==> src/rtl/prio_encoder_mt.sv <==
// prio_encoder_mt: arbitrates N_SRC memory readers onto one output stream.
// A registered one-hot select grants one reader at a time (lowest index
// wins, grant is sticky until that reader runs dry). Returned words land in
// a 4-entry skid FIFO whose head drives dout/dout_src/dout_valid. The select
// is withheld once the FIFO is half full, so words already requested still
// fit while the downstream stalls.
module prio_encoder_mt #(
    parameter int N_SRC  = 4,
    parameter int DATA_W = 36,
    localparam int SRC_W = (N_SRC > 1) ? $clog2(N_SRC) : 1
) (
    input  logic                    clk,
    input  logic                    rst_n,
    input  logic                    init,
    input  logic                    setup,
    input  logic [N_SRC-1:0]        has_dat,
    input  logic [N_SRC-1:0]        mem_valid,
    input  logic [N_SRC*DATA_W-1:0] mem_dat,
    input  logic                    stall,
    output logic [N_SRC-1:0]        sel,
    output logic [DATA_W-1:0]       dout,
    output logic [SRC_W-1:0]        dout_src,
    output logic                    dout_valid,
    output logic                    done,
    output logic                    collide
);

    localparam int DEPTH = 4;
    localparam int PTR_W = 2;
    localparam int OCC_W = 3;
    localparam logic [OCC_W-1:0] OCC_THROTTLE = OCC_W'(DEPTH - 2);
    localparam logic [OCC_W-1:0] OCC_FULL     = OCC_W'(DEPTH);

    typedef enum logic [2:0] {
        ST_IDLE  = 3'd0,
        ST_SETUP = 3'd1,
        ST_ARB   = 3'd2,
        ST_FLUSH = 3'd3,
        ST_DONE  = 3'd4
    } state_t;

    // Isolate the lowest set bit of a request vector.
    function automatic logic [N_SRC-1:0] lowest_onehot(input logic [N_SRC-1:0] v);
        return v & (~v + N_SRC'(1));
    endfunction

    // True when more than one bit of the vector is set.
    function automatic logic multi_hot(input logic [N_SRC-1:0] v);
        return |(v & (v - N_SRC'(1)));
    endfunction

    state_t              state_q, state_d;
    logic [N_SRC-1:0]    sel_q, sel_d;
    logic                quiet_q, quiet_d;
    logic                done_q, done_d;
    logic                collide_q, collide_d;
    logic [OCC_W-1:0]    occ_q, occ_d;
    logic [PTR_W-1:0]    wr_ptr_q, wr_ptr_d;
    logic [PTR_W-1:0]    rd_ptr_q, rd_ptr_d;
    logic [SRC_W-1:0]    fifo_src_q [DEPTH];
    logic [DATA_W-1:0]   fifo_dat_q [DEPTH];
    logic [DATA_W-1:0]   dout_q, dout_d;
    logic [SRC_W-1:0]    dout_src_q, dout_src_d;
    logic                dout_valid_q, dout_valid_d;

    logic [N_SRC-1:0]    push_oh_s;
    logic [SRC_W-1:0]    push_src_s;
    logic [DATA_W-1:0]   push_dat_s;
    logic                multi_s;
    logic                push_s;
    logic                pop_s;
    logic                fifo_empty_s;
    logic                fifo_full_s;
    logic [OCC_W-1:0]    remain_s;

    // Pick the lowest-index returning word and decide push/pop for this cycle.
    always_comb begin
        push_oh_s  = lowest_onehot(mem_valid);
        multi_s    = multi_hot(mem_valid);
        push_src_s = '0;
        push_dat_s = '0;
        for (int i = 0; i < N_SRC; i++) begin
            push_src_s = push_src_s | (push_oh_s[i] ? SRC_W'(i) : '0);
            push_dat_s = push_dat_s | (push_oh_s[i] ? mem_dat[i*DATA_W +: DATA_W] : '0);
        end
        fifo_empty_s = (occ_q == '0);
        fifo_full_s  = (occ_q == OCC_FULL);
        // init discards everything, including words arriving in that cycle
        pop_s    = !fifo_empty_s && !stall && !init;
        push_s   = (|mem_valid) && (!fifo_full_s || pop_s) && !init;
        remain_s = occ_q - (pop_s ? OCC_W'(1) : OCC_W'(0));
    end

    // FIFO pointer and occupancy bookkeeping.
    always_comb begin
        wr_ptr_d = wr_ptr_q;
        rd_ptr_d = rd_ptr_q;
        occ_d    = occ_q;
        if (init) begin
            wr_ptr_d = '0;
            rd_ptr_d = '0;
            occ_d    = '0;
        end else begin
            wr_ptr_d = push_s ? (wr_ptr_q + PTR_W'(1)) : wr_ptr_q;
            rd_ptr_d = pop_s  ? (rd_ptr_q + PTR_W'(1)) : rd_ptr_q;
            case ({push_s, pop_s})
                2'b10:   occ_d = occ_q + OCC_W'(1);
                2'b01:   occ_d = occ_q - OCC_W'(1);
                default: occ_d = occ_q;
            endcase
        end
    end

    // Next FIFO head: a stored entry if one remains after the pop, otherwise
    // the word being pushed now (gives 1-cycle latency through an empty FIFO).
    always_comb begin
        dout_valid_d = 1'b0;
        dout_d       = '0;
        dout_src_d   = '0;
        if (init) begin
            dout_valid_d = 1'b0;
        end else if (remain_s != '0) begin
            dout_valid_d = 1'b1;
            dout_d       = fifo_dat_q[rd_ptr_d];
            dout_src_d   = fifo_src_q[rd_ptr_d];
        end else if (push_s) begin
            dout_valid_d = 1'b1;
            dout_d       = push_dat_s;
            dout_src_d   = push_src_s;
        end else begin
            dout_valid_d = 1'b0;
        end
    end

    // Crossing state machine and reader select.
    always_comb begin
        state_d = state_q;
        sel_d   = sel_q;
        quiet_d = 1'b0;
        if (init) begin
            state_d = ST_SETUP;
            sel_d   = '0;
        end else begin
            case (state_q)
                ST_IDLE: begin
                    sel_d = '0;
                end
                ST_SETUP: begin
                    sel_d   = '0;
                    state_d = setup ? ST_SETUP : ST_ARB;
                end
                ST_ARB: begin
                    if ((has_dat == '0) && (sel_q == '0)) begin
                        state_d = ST_FLUSH;
                        sel_d   = '0;
                    end else if (occ_q >= OCC_THROTTLE) begin
                        // words already requested still need room
                        sel_d = '0;
                    end else if ((has_dat & sel_q) != '0) begin
                        sel_d = sel_q;
                    end else begin
                        sel_d = lowest_onehot(has_dat);
                    end
                end
                ST_FLUSH: begin
                    sel_d = '0;
                    if (|has_dat) begin
                        state_d = ST_ARB;
                    end else if ((mem_valid == '0) && fifo_empty_s) begin
                        state_d = quiet_q ? ST_DONE : ST_FLUSH;
                        quiet_d = 1'b1;
                    end else begin
                        quiet_d = 1'b0;
                    end
                end
                ST_DONE: begin
                    sel_d = '0;
                end
                default: begin
                    state_d = ST_IDLE;
                    sel_d   = '0;
                end
            endcase
        end
        done_d    = (state_d == ST_DONE);
        collide_d = init ? 1'b0 : (collide_q | multi_s);
    end

    // Control, status and output registers.
    always_ff @(posedge clk or negedge rst_n) begin
        if (!rst_n) begin
            state_q      <= ST_IDLE;
            sel_q        <= '0;
            quiet_q      <= 1'b0;
            done_q       <= 1'b0;
            collide_q    <= 1'b0;
            occ_q        <= '0;
            wr_ptr_q     <= '0;
            rd_ptr_q     <= '0;
            dout_q       <= '0;
            dout_src_q   <= '0;
            dout_valid_q <= 1'b0;
        end else begin
            state_q      <= state_d;
            sel_q        <= sel_d;
            quiet_q      <= quiet_d;
            done_q       <= done_d;
            collide_q    <= collide_d;
            occ_q        <= occ_d;
            wr_ptr_q     <= wr_ptr_d;
            rd_ptr_q     <= rd_ptr_d;
            dout_q       <= dout_d;
            dout_src_q   <= dout_src_d;
            dout_valid_q <= dout_valid_d;
        end
    end

    // Skid FIFO storage of {source index, word}.
    always_ff @(posedge clk or negedge rst_n) begin
        if (!rst_n) begin
            for (int i = 0; i < DEPTH; i++) begin
                fifo_src_q[i] <= '0;
                fifo_dat_q[i] <= '0;
            end
        end else if (push_s) begin
            fifo_src_q[wr_ptr_q] <= push_src_s;
            fifo_dat_q[wr_ptr_q] <= push_dat_s;
        end
    end

    assign sel        = sel_q;
    assign dout       = dout_q;
    assign dout_src   = dout_src_q;
    assign dout_valid = dout_valid_q;
    assign done       = done_q;
    assign collide    = collide_q;

endmodule

==> config.mk <==
export PLATFORM = sky130hd
export DESIGN_NAME = prio_encoder_mt
export DESIGN_NICKNAME = d
export VERILOG_FILES = /design/src/rtl/prio_encoder_mt.sv
export SDC_FILE = /design/constraint.sdc
export NUM_CORES = 1
export LEC_CHECK = 0
export CAP_MARGIN = 20
export CORE_MARGIN = 2
export CORE_UTILIZATION = 40
export DETAILED_ROUTE_END_ITERATION = 16
export GPL_ROUTABILITY_DRIVEN = 0
export HOLD_SLACK_MARGIN = 0.08
export SYNTH_ARGS = -nofsm -noshare
export SYNTH_HDL_FRONTEND = slang
export SYNTH_SLANG_ARGS = --single-unit
==> constraint.sdc <==
create_clock -name clk -period 4.9 [get_ports clk]
set_input_delay 0.98 -clock clk [delete_from_list [all_inputs] [get_ports clk]]
set_output_delay 0.98 -clock clk [all_outputs]
set_load 0.05 [all_outputs]
### Word level (Yosys, flattened, before mapping)

Index checks and enable logic that the tools add are counted.

| storage, ports and cells | value |
|---|---|
| bits in registers | 208 |
| bits of input ports | 157 |
| output and inout port bits | 45 |
| word-level logic and storage cells | 131 |

| cells by class | value |
|---|---|
| $add $sub $neg | 8 |
| $lt $le $gt $ge | 4 |
| equality and inequality tests | 9 |
| mux-type cells | 52 |
| bitwise operators | 14 |
| reduce and logical (&&, ||, !) cells | 25 |

Operator list:

| kind | count |
|---|---|
| $mux W36 | 10 |
| $bwmux W144 | 1 |
| $or A36 B36 Y36 | 3 |
| $bmux W36 S2 | 1 |
| $demux W36 S2 | 1 |
| $mux W2 | 13 |
| $mux W4 | 5 |
| $mux W3 | 6 |
| $and A4 B4 Y4 | 4 |
| $logic_not A4 Y1 | 3 |
| $pmux W3 S4 | 1 |
| $reduce_or A4 Y1 | 3 |
| $mux W1 | 10 |
| $eq A3 B3 Y1 const B | 3 |
| $add A4 B1 Y4 const B | 2 |
| $bwmux W8 | 1 |
| $not A4 Y4 | 2 |
| $logic_and A1 B1 Y1 | 7 |
| $eq A3 B2 Y1 const B | 2 |
| $ge A3 B3 Y1 const B | 2 |
| $logic_not A3 Y1 | 2 |
| $not A2 Y3 | 2 |
| $pmux W3 S2 | 1 |
| $reduce_bool A3 Y1 | 2 |
| other kinds (21) | 25 |

### Longest topological paths before layout

Gate-level depths: netlist (run 1).

| logic depth | value |
|---|---|
| word-level depth | 12 |
| gate-level depth with buffers | 13 |
| gate-level depth less buffers | 9 |

### Worst setup path after synthesis (run 1)

OpenSTA, ideal clock, no wires.

| path | value |
|---|---|
| path type | in2reg |
| start | input port init |
| end | register dout_q[26], in the netlist dout[26] |
| library setup time | 104 ps |
| arrival time | 3,461 ps |
| data required time | 4,796 ps |
| slack | 1,335 ps |
| stages on the path | 12 |
| cell sequence | clkbuf_1 > nor2_1 > nand2_1 > clkbuf_1 > inv_1 > ha_1 > xor2_1 > nor3b_1 > clkbuf_1 > buf_1 > a221oi_1 > a221oi_1 |

| on the way | value |
|---|---|
| cells in the longest elaborated chain, start to end | 10 |

RTL lines:

| what | line | RTL |
|---|---|---|
| from (decl) | 14 | `input logic init,` |
| $logic_not A1 Y1 | 89, 90 |  |
| $logic_and A1 B1 Y1 | 89 | `pop_s = !fifo_empty_s && !stall && !init;` |
| $mux W2 | 105 | `rd_ptr_d = pop_s ? (rd_ptr_q + PTR_W'(1)) : rd_ptr_q;` |
| $mux W2 | 99 | `if (init) begin` |
| $not A2 Y3 (implied by the code) | 124 | `dout_d = fifo_dat_q[rd_ptr_d];` |
| $bmux W36 S2 | 124 |  |
| $mux W36 (implied by the code) (2 in a row) | 124 |  |
| $mux W36 | 122 | `end else if (remain_s != '0) begin` |
| $mux W36 * | 120 | `if (init) begin` |
| net dout_d[26] | 62 | `logic [DATA_W-1:0] dout_q, dout_d;` |
| to (signal assigned) | 212 | `dout_q <= dout_d;` |
| to (decl) | 62 |  |

Mark *: on every way through the listed nets, which the timed path passes. The rest lies on a longest branch. The select of a mux whose other input is x is not followed.
A chain may end at the register's enable or synchronous reset.

### Worst setup path in the final report (run 1)

| path | value |
|---|---|
| start | register rd_ptr_q[0] |
| end | register dout_q[30], in the netlist dout[30] |

| on the way | value |
|---|---|
| cells in the longest elaborated chain, start to end | 9 |

RTL lines:

| what | line | RTL |
|---|---|---|
| from (decl) | 59 | `logic [PTR_W-1:0] rd_ptr_q, rd_ptr_d;` |
| from (signal assigned) | 211 | `rd_ptr_q <= rd_ptr_d;` |
| $add A2 B1 Y2 | 105 |  |
| $mux W2 * | 105 |  |
| $mux W2 * | 99 |  |
| $not A2 Y3 (implied by the code) * | 124 |  |
| $bmux W36 S2 * | 124 |  |
| $mux W36 (implied by the code) * (2 in a row) | 124 |  |
| $mux W36 * | 122 |  |
| $mux W36 * | 120 |  |
| net dout_d[30] | 62 |  |

Marked as above.

==> flow_metrics.env, run 1 <==
export IMPL_area_growth_pct=29.3
export IMPL_final_hold_viol_count=0
export IMPL_cts_sinks=208
export IMPL_rrSetupSlack_ps=1560
export IMPL_synth_warning_count=0
export IMPL_fin_setup_tns_ps=0
export IMPL_start_kind="register"
export IMPL_fin_skew_ps=11.1
export IMPL_crit_path_end_kind="register"
export IMPL_post_cts_repair_setup_buffers=0
export IMPL_via_count=8813
export IMPL_synth_cell_types=57
export IMPL_synthesis_instances=1097
export IMPL_cts_tree="done"
export IMPL_rows=58
export IMPL_grt_overflow_total=0
export IMPL_ys_seq_area_frac=0.512
export IMPL_fillers=2344
export IMPL_ant_nets=0
export IMPL_tightestPinTransition_ps=1080
export IMPL_fin_nets=1413
export IMPL_ios=202
export IMPL_multiInputGateArea_sq_um=4520
export IMPL_die_y_um=163
export IMPL_die_area_sq_um=26700
export IMPL_drv_slew=0
export IMPL_fin_crit_ps=3340
export IMPL_yosys_area_top_type_share=0.512
export IMPL_synthesis_nets=1260
export IMPL_port_buffers=201
export IMPL_grt_pass1_vias=8624
export IMPL_global_route_usage_total=0.231
export IMPL_drtPass1Iterations=5
export IMPL_final_common_cell="nand2_1"
export IMPL_async_flop_share=1.00
export IMPL_required_ps=5280
export IMPL_synth_top_area_cell="dfrtp_1"
export IMPL_dp_hpwl_um=19600
export IMPL_drcViolationCount=0
export IMPL_ys_ff_latch=208
export IMPL_critPathKind="register to register"
export IMPL_drive_above_1_share=0.0759
export IMPL_yosys_top_cells_area="dfrtp_1 (51%), o21ai_0 (9.9%), nand2_1 (9.0%), a22o_1 (3.6%), a221oi_1 (3.2%)"
export IMPL_wl_per_cell_um=19.0
export IMPL_viasPerCell=5.53
export IMPL_coreArea_sq_um=25000
export IMPL_setup_slack_ps=1560
export IMPL_rsz0062_at_grt="no"
export IMPL_postCtsHoldBufs=0
export IMPL_period_share=0.681
export IMPL_p_per_area_nw_per_um2=573
export IMPL_synth_ff_type="dfrtp_1"
export IMPL_insertion_delay_ps=510
export IMPL_hold_class="register to register"
export IMPL_antenna_found_initial=0
export IMPL_cp_arrival_ps=3720
export IMPL_syn_area_sq_um=10200
export IMPL_drtIter0Drc=554
export IMPL_root_buffer="clkbuf_16"
export IMPL_finalSetupViolCount=0
export IMPL_synth_edf_count=0
export IMPL_critPathMaxFanout=49
export IMPL_path_clk_slew_ps=60
export IMPL_grt_max_degree=106
export IMPL_htree_levels=1
export IMPL_cellLeakagePower_nw=5.43
export IMPL_seq_area_sq_um=5200
export IMPL_grt_pass1_wl_um=48300
export IMPL_max_freq_mhz=300
export IMPL_numCtsBuffers=23
export IMPL_relSlewSlack=0.277
export IMPL_routed_wl_um=30300
export IMPL_postCtsResizedCells=0
export IMPL_final_cell_mix="nand2_1 (240), dfrtp_1 (208), o21ai_0 (201)"
export IMPL_antenna_cells=0
export IMPL_avgSynthCellArea_sq_um=9.26
export IMPL_die_x_um=163
export IMPL_cts_max_path_buffers=3
export IMPL_initial_core_util=0.406
export IMPL_vdd_ir_drop_max_mv=0.264
export IMPL_status="complete, no violations"
export IMPL_pre_cts_slack_ps=1120
export IMPL_maxCapViolCount=0
where the power goes:
group / switching (W) / leakage (nW) / internal, W
Combinational: 0.00184 / 2.40 / 0.00110
Sequential: 0.000438 / 2.68 / 0.00244
Clock: 0.000690 / 0.354 / 0.00101
Total: 0.00297 / 5.43 / 0.00456
synth_stat cells, types with 2 or more instances:
cell type    n
nand2_1    244
dfrtp_1    208
o21ai_0    201
clkbuf_1    58
a22o_1      42
a21oi_1     37
a221oi_1    37
buf_2       34
nor2_1      33
a22oi_1     32
a32o_1      21
a311oi_1    17
mux2_2      14
nand3_1     14
o211ai_1    13
inv_1       12
nor3_1       8
buf_1        6
a311oi_2     5
ha_1         5
mux2i_1      4
nor2b_1      4
nor4_1       4
a21o_1       3
a211o_1      2
a31oi_1      2
and4_1       2
nor4b_1      2
o21a_1       2
o311ai_0     2
or4_1        2
xnor2_1      2
flip-flops by register name, indices dropped and copies added, names as in the netlist:
register    cells
fifo_dat_q    144
dout           36
fifo_src_q      8
sel             4
occ_q           3
state_q         3
dout_src        2
rd_ptr_q        2
wr_ptr_q        2
collide         1
done            1
dout_valid      1
quiet_q         1
critical path: stages (launching register included):
cell,delay (ps)
dfrtp_1,940
nor4b_1,580
a211oi_4,40
buf_4,310
nor3_1,590
buf_4,310
nand2_1,70
a221oi_1,340
layout make-up:
type / count / share of cell area
Timing Repair Buffer: 228 / 0.169
Clock inverter: 6 / 0.00657
Inverter: 12 / 0.00343
Sequential cell: 208 / 0.396
Multi-Input combinational cell: 777 / 0.345
Clock buffer: 33 / 0.0490
Tap cell: 330 / 0.0314
through the flow:
stage                     total power, W  instances  utilization  hold slack [ps]  cell area [sq um]
after detailed placement         0.00586       1555        0.495              464              12400
after CTS                        0.00758       1594        0.525              476              13100
after global routing             0.00803       1594        0.525              495              13100
after floorplan                  0.00483       1097            -              444              10200
after global placement           0.00580       1555        0.495              457              12400
final                            0.00752       1594        0.525              473              13100
layer usage:
| layer | global-route usage | vias to the layer above | routed length, um |
|---|---|---|---|
| met3 | 0.0289 | 37 | 1640 |
| met1 | 0.319 | 4225 | 13400 |
| met4 | 0.0475 | 0 | 531 |
| met2 | 0.393 | 256 | 14700 |
| li1 | - | 4295 | - |
| met5 | 0 | - | 0 |
worst paths after layout:
check | startpoint | endpoint | cells past startpoint
max | rd_ptr_q[0]$_DFF_PN0_ | dout[30]$_DFF_PN0_ | 7
max reg2reg | rd_ptr_q[0]$_DFF_PN0_ | dout[30]$_DFF_PN0_ | 7
max in group asynchronous | rst_n | fifo_dat_q[52]$_DFFE_PN0P_ | 2
min in group asynchronous | rst_n | collide$_DFF_PN0_ | 1
min | fifo_dat_q[71]$_DFFE_PN0P_ | fifo_dat_q[71]$_DFFE_PN0P_ | 2
min reg2reg | fifo_dat_q[71]$_DFFE_PN0P_ | fifo_dat_q[71]$_DFFE_PN0P_ | 2
kinds of logic after synthesis:
group / synth area share
AOI/OAI and AO/OA: 0.276
and+or+nand+nor: 0.134
xor gates and xnor gates: 0.00259
adders and majority gates: 0.00912
DFF: 0.512
muxes: 0.0195
buffers and inverters: 0.0467
(Power assumes the default switching activity.)
==> run 2: changes to the inputs <==
Settings changed: PLACE_DENSITY set to 0.67.
Clock period 4.9 ns to 3.01 ns, I/O delays scaled along.
==> run 2 against run 1 <==
  * Highest routed layer unchanged
  * Critical path type unchanged
  * Largest cell class unchanged
  * Clock skew grew 1.0 ps
  * Core utilization is 2.2 points higher
  * Sequential cell count unchanged
==> flow_metrics.env, run 2 (synthesis results as in run 1) <==
export IMPL_ant_nets=0
export IMPL_fin_nets=1456
export IMPL_global_route_usage_total=0.234
export IMPL_port_buffers=201
export IMPL_critPathKind="register to register"
export IMPL_die_y_um=163
export IMPL_via_count=9090
export IMPL_p_per_area_nw_per_um2=935
export IMPL_max_freq_mhz=374
export IMPL_numCtsBuffers=23
export IMPL_antenna_found_initial=1
export IMPL_cts_max_path_buffers=3
export IMPL_fin_crit_ps=2670
export IMPL_wl_per_cell_um=18.7
export IMPL_crit_path_max_incr_delay_ps=490
export IMPL_cp_arrival_ps=3080
export IMPL_initial_core_util=0.406
export IMPL_vdd_ir_drop_max_mv=0.498
export IMPL_tightestPinTransition_ps=780
export IMPL_fin_setup_tns_ps=0
export IMPL_htree_levels=1
export IMPL_drtIter0Drc=627
export IMPL_grt_overflow_total=0
export IMPL_dpl_instance_area_sq_um=12900
export IMPL_grt_pass1_wl_um=49400
export IMPL_final_common_cell="nand2_1"
export IMPL_coreArea_sq_um=25000
export IMPL_rsz0062_at_grt="no"
export IMPL_root_buffer="clkbuf_16"
export IMPL_insertion_delay_ps=520
export IMPL_worst_path_buf_inv=3
export IMPL_final_cell_mix="nand2_1 (240), dfrtp_1 (208), o21ai_0 (201)"
export IMPL_die_x_um=163
export IMPL_drcViolationCount=0
export IMPL_period_share=0.888
export IMPL_drtPass1Iterations=5
export IMPL_dp_hpwl_um=20000
export IMPL_fin_skew_ps=12.2
export IMPL_maxCapViolCount=0
export IMPL_hold_class="input port to asynchronous set/reset pin"
export IMPL_path_cells="or3_1 > nand2_1 > inv_1 > ha_1 > xor2_1 > nor3b_4 > buf_4 > and3b_1 > buf_12 > a221oi_1"
export IMPL_critPathMaxFanout=25
export IMPL_finalSetupViolCount=0
export IMPL_fin_area_sq_um=13700
export IMPL_place_inst=1598
export IMPL_totalPowerFinal_w=0.0128
export IMPL_postCtsHoldBufs=0
export IMPL_viasPerCell=5.55
export IMPL_path_clk_slew_ps=60
export IMPL_die_area_sq_um=26700
export IMPL_area_growth_pct=34.8
export IMPL_largest_register="fifo_dat_q"
export IMPL_cp_slowest_cell="or3_1"
export IMPL_crit_path_end_kind="register"
export IMPL_drive_above_1_share=0.109
export IMPL_postCtsResizedCells=0
export IMPL_ios=202
export IMPL_relSlewSlack=0.480
export IMPL_cellLeakagePower_nw=5.75
export IMPL_post_cts_repair_setup_buffers=0
export IMPL_required_ps=3420
export IMPL_start_kind="register"
export IMPL_path_delay_family="simple AND/OR/NAND/NOR gates"
export IMPL_routed_wl_um=30700
export IMPL_drv_slew=0
export IMPL_cts_sinks=208
export IMPL_largest_reg_flops=144
export IMPL_grt_max_degree=91
export IMPL_status="complete, no violations"
export IMPL_cts_tree="done"
export IMPL_final_hold_viol_count=0
export IMPL_rows=58
export IMPL_timing_hold_ws_ps=148
export IMPL_grt_pass1_vias=9092
export IMPL_fin_cells=1639
[run 2: final cells by class]
class / instances / area (sq um)
clock inverters: 9 / 128
inverters: 12 / 45.0
flip-flops and latches: 208 / 5200
repair buffers: 271 / 2710
fillers: 2238 / 11300
diodes: 1 / 2.50
multi-input cells: 777 / 4530
clock buffers: 31 / 656
well taps: 330 / 413
[run 2: layer usage]
layer	wire length (um)	vias to the layer above	track usage
li1	-	4377	-
met1	13100	4375	0.304
met2	14900	284	0.400
met3	1740	54	0.0386
met4	868	0	0.0752
met5	0	-	0
[run 2: worst register-to-register path, stage by stage, from the launching register on]
cell      delay, ps
dfrtp_1         450
or3_1           490
nand2_1         120
inv_1            60
ha_1            180
xor2_1          170
nor3b_4         270
buf_4           180
and3b_1         200
buf_12          180
a221oi_1        270
[run 2: path summary, 6_finish.rpt]
| kind | endpoint | start | depth (start not counted) | slack, ps |
|---|---|---|---|---|
| setup / recovery | dout[13]$_DFF_PN0_ | occ_q[0]$_DFFE_PN0P_ | 10 | 340 |
| hold / removal | sel[0]$_DFFE_PN0P_ | rst_n | 1 | 150 |
| setup reg to reg | dout[13]$_DFF_PN0_ | occ_q[0]$_DFFE_PN0P_ | 10 | 340 |
| hold reg to reg | fifo_dat_q[131]$_DFFE_PN0P_ | fifo_dat_q[131]$_DFFE_PN0P_ | 2 | 480 |
| max in group asynchronous | dout[18]$_DFF_PN0_ | rst_n | 2 | 2080 |
| min in group clk | fifo_dat_q[131]$_DFFE_PN0P_ | fifo_dat_q[131]$_DFFE_PN0P_ | 2 | 480 |
[run 2: report_power, final]
| group | leakage (nW) | internal, W | switching [W] | total [W] |
|---|---|---|---|---|
| combinational | 2.68 | 0.00210 | 0.00316 | 0.00526 |
| clock | 0.390 | 0.00178 | 0.00113 | 0.00291 |
| sequential | 2.68 | 0.00398 | 0.000659 | 0.00464 |
[run 2: stage by stage]
stage / util / setup slack (ps)
detailed placement: 0.515 / 70.3
floorplan: - / 3.83
global route: 0.547 / 129
global placement: 0.515 / 116
CTS: 0.547 / 313
finish: 0.547 / 337
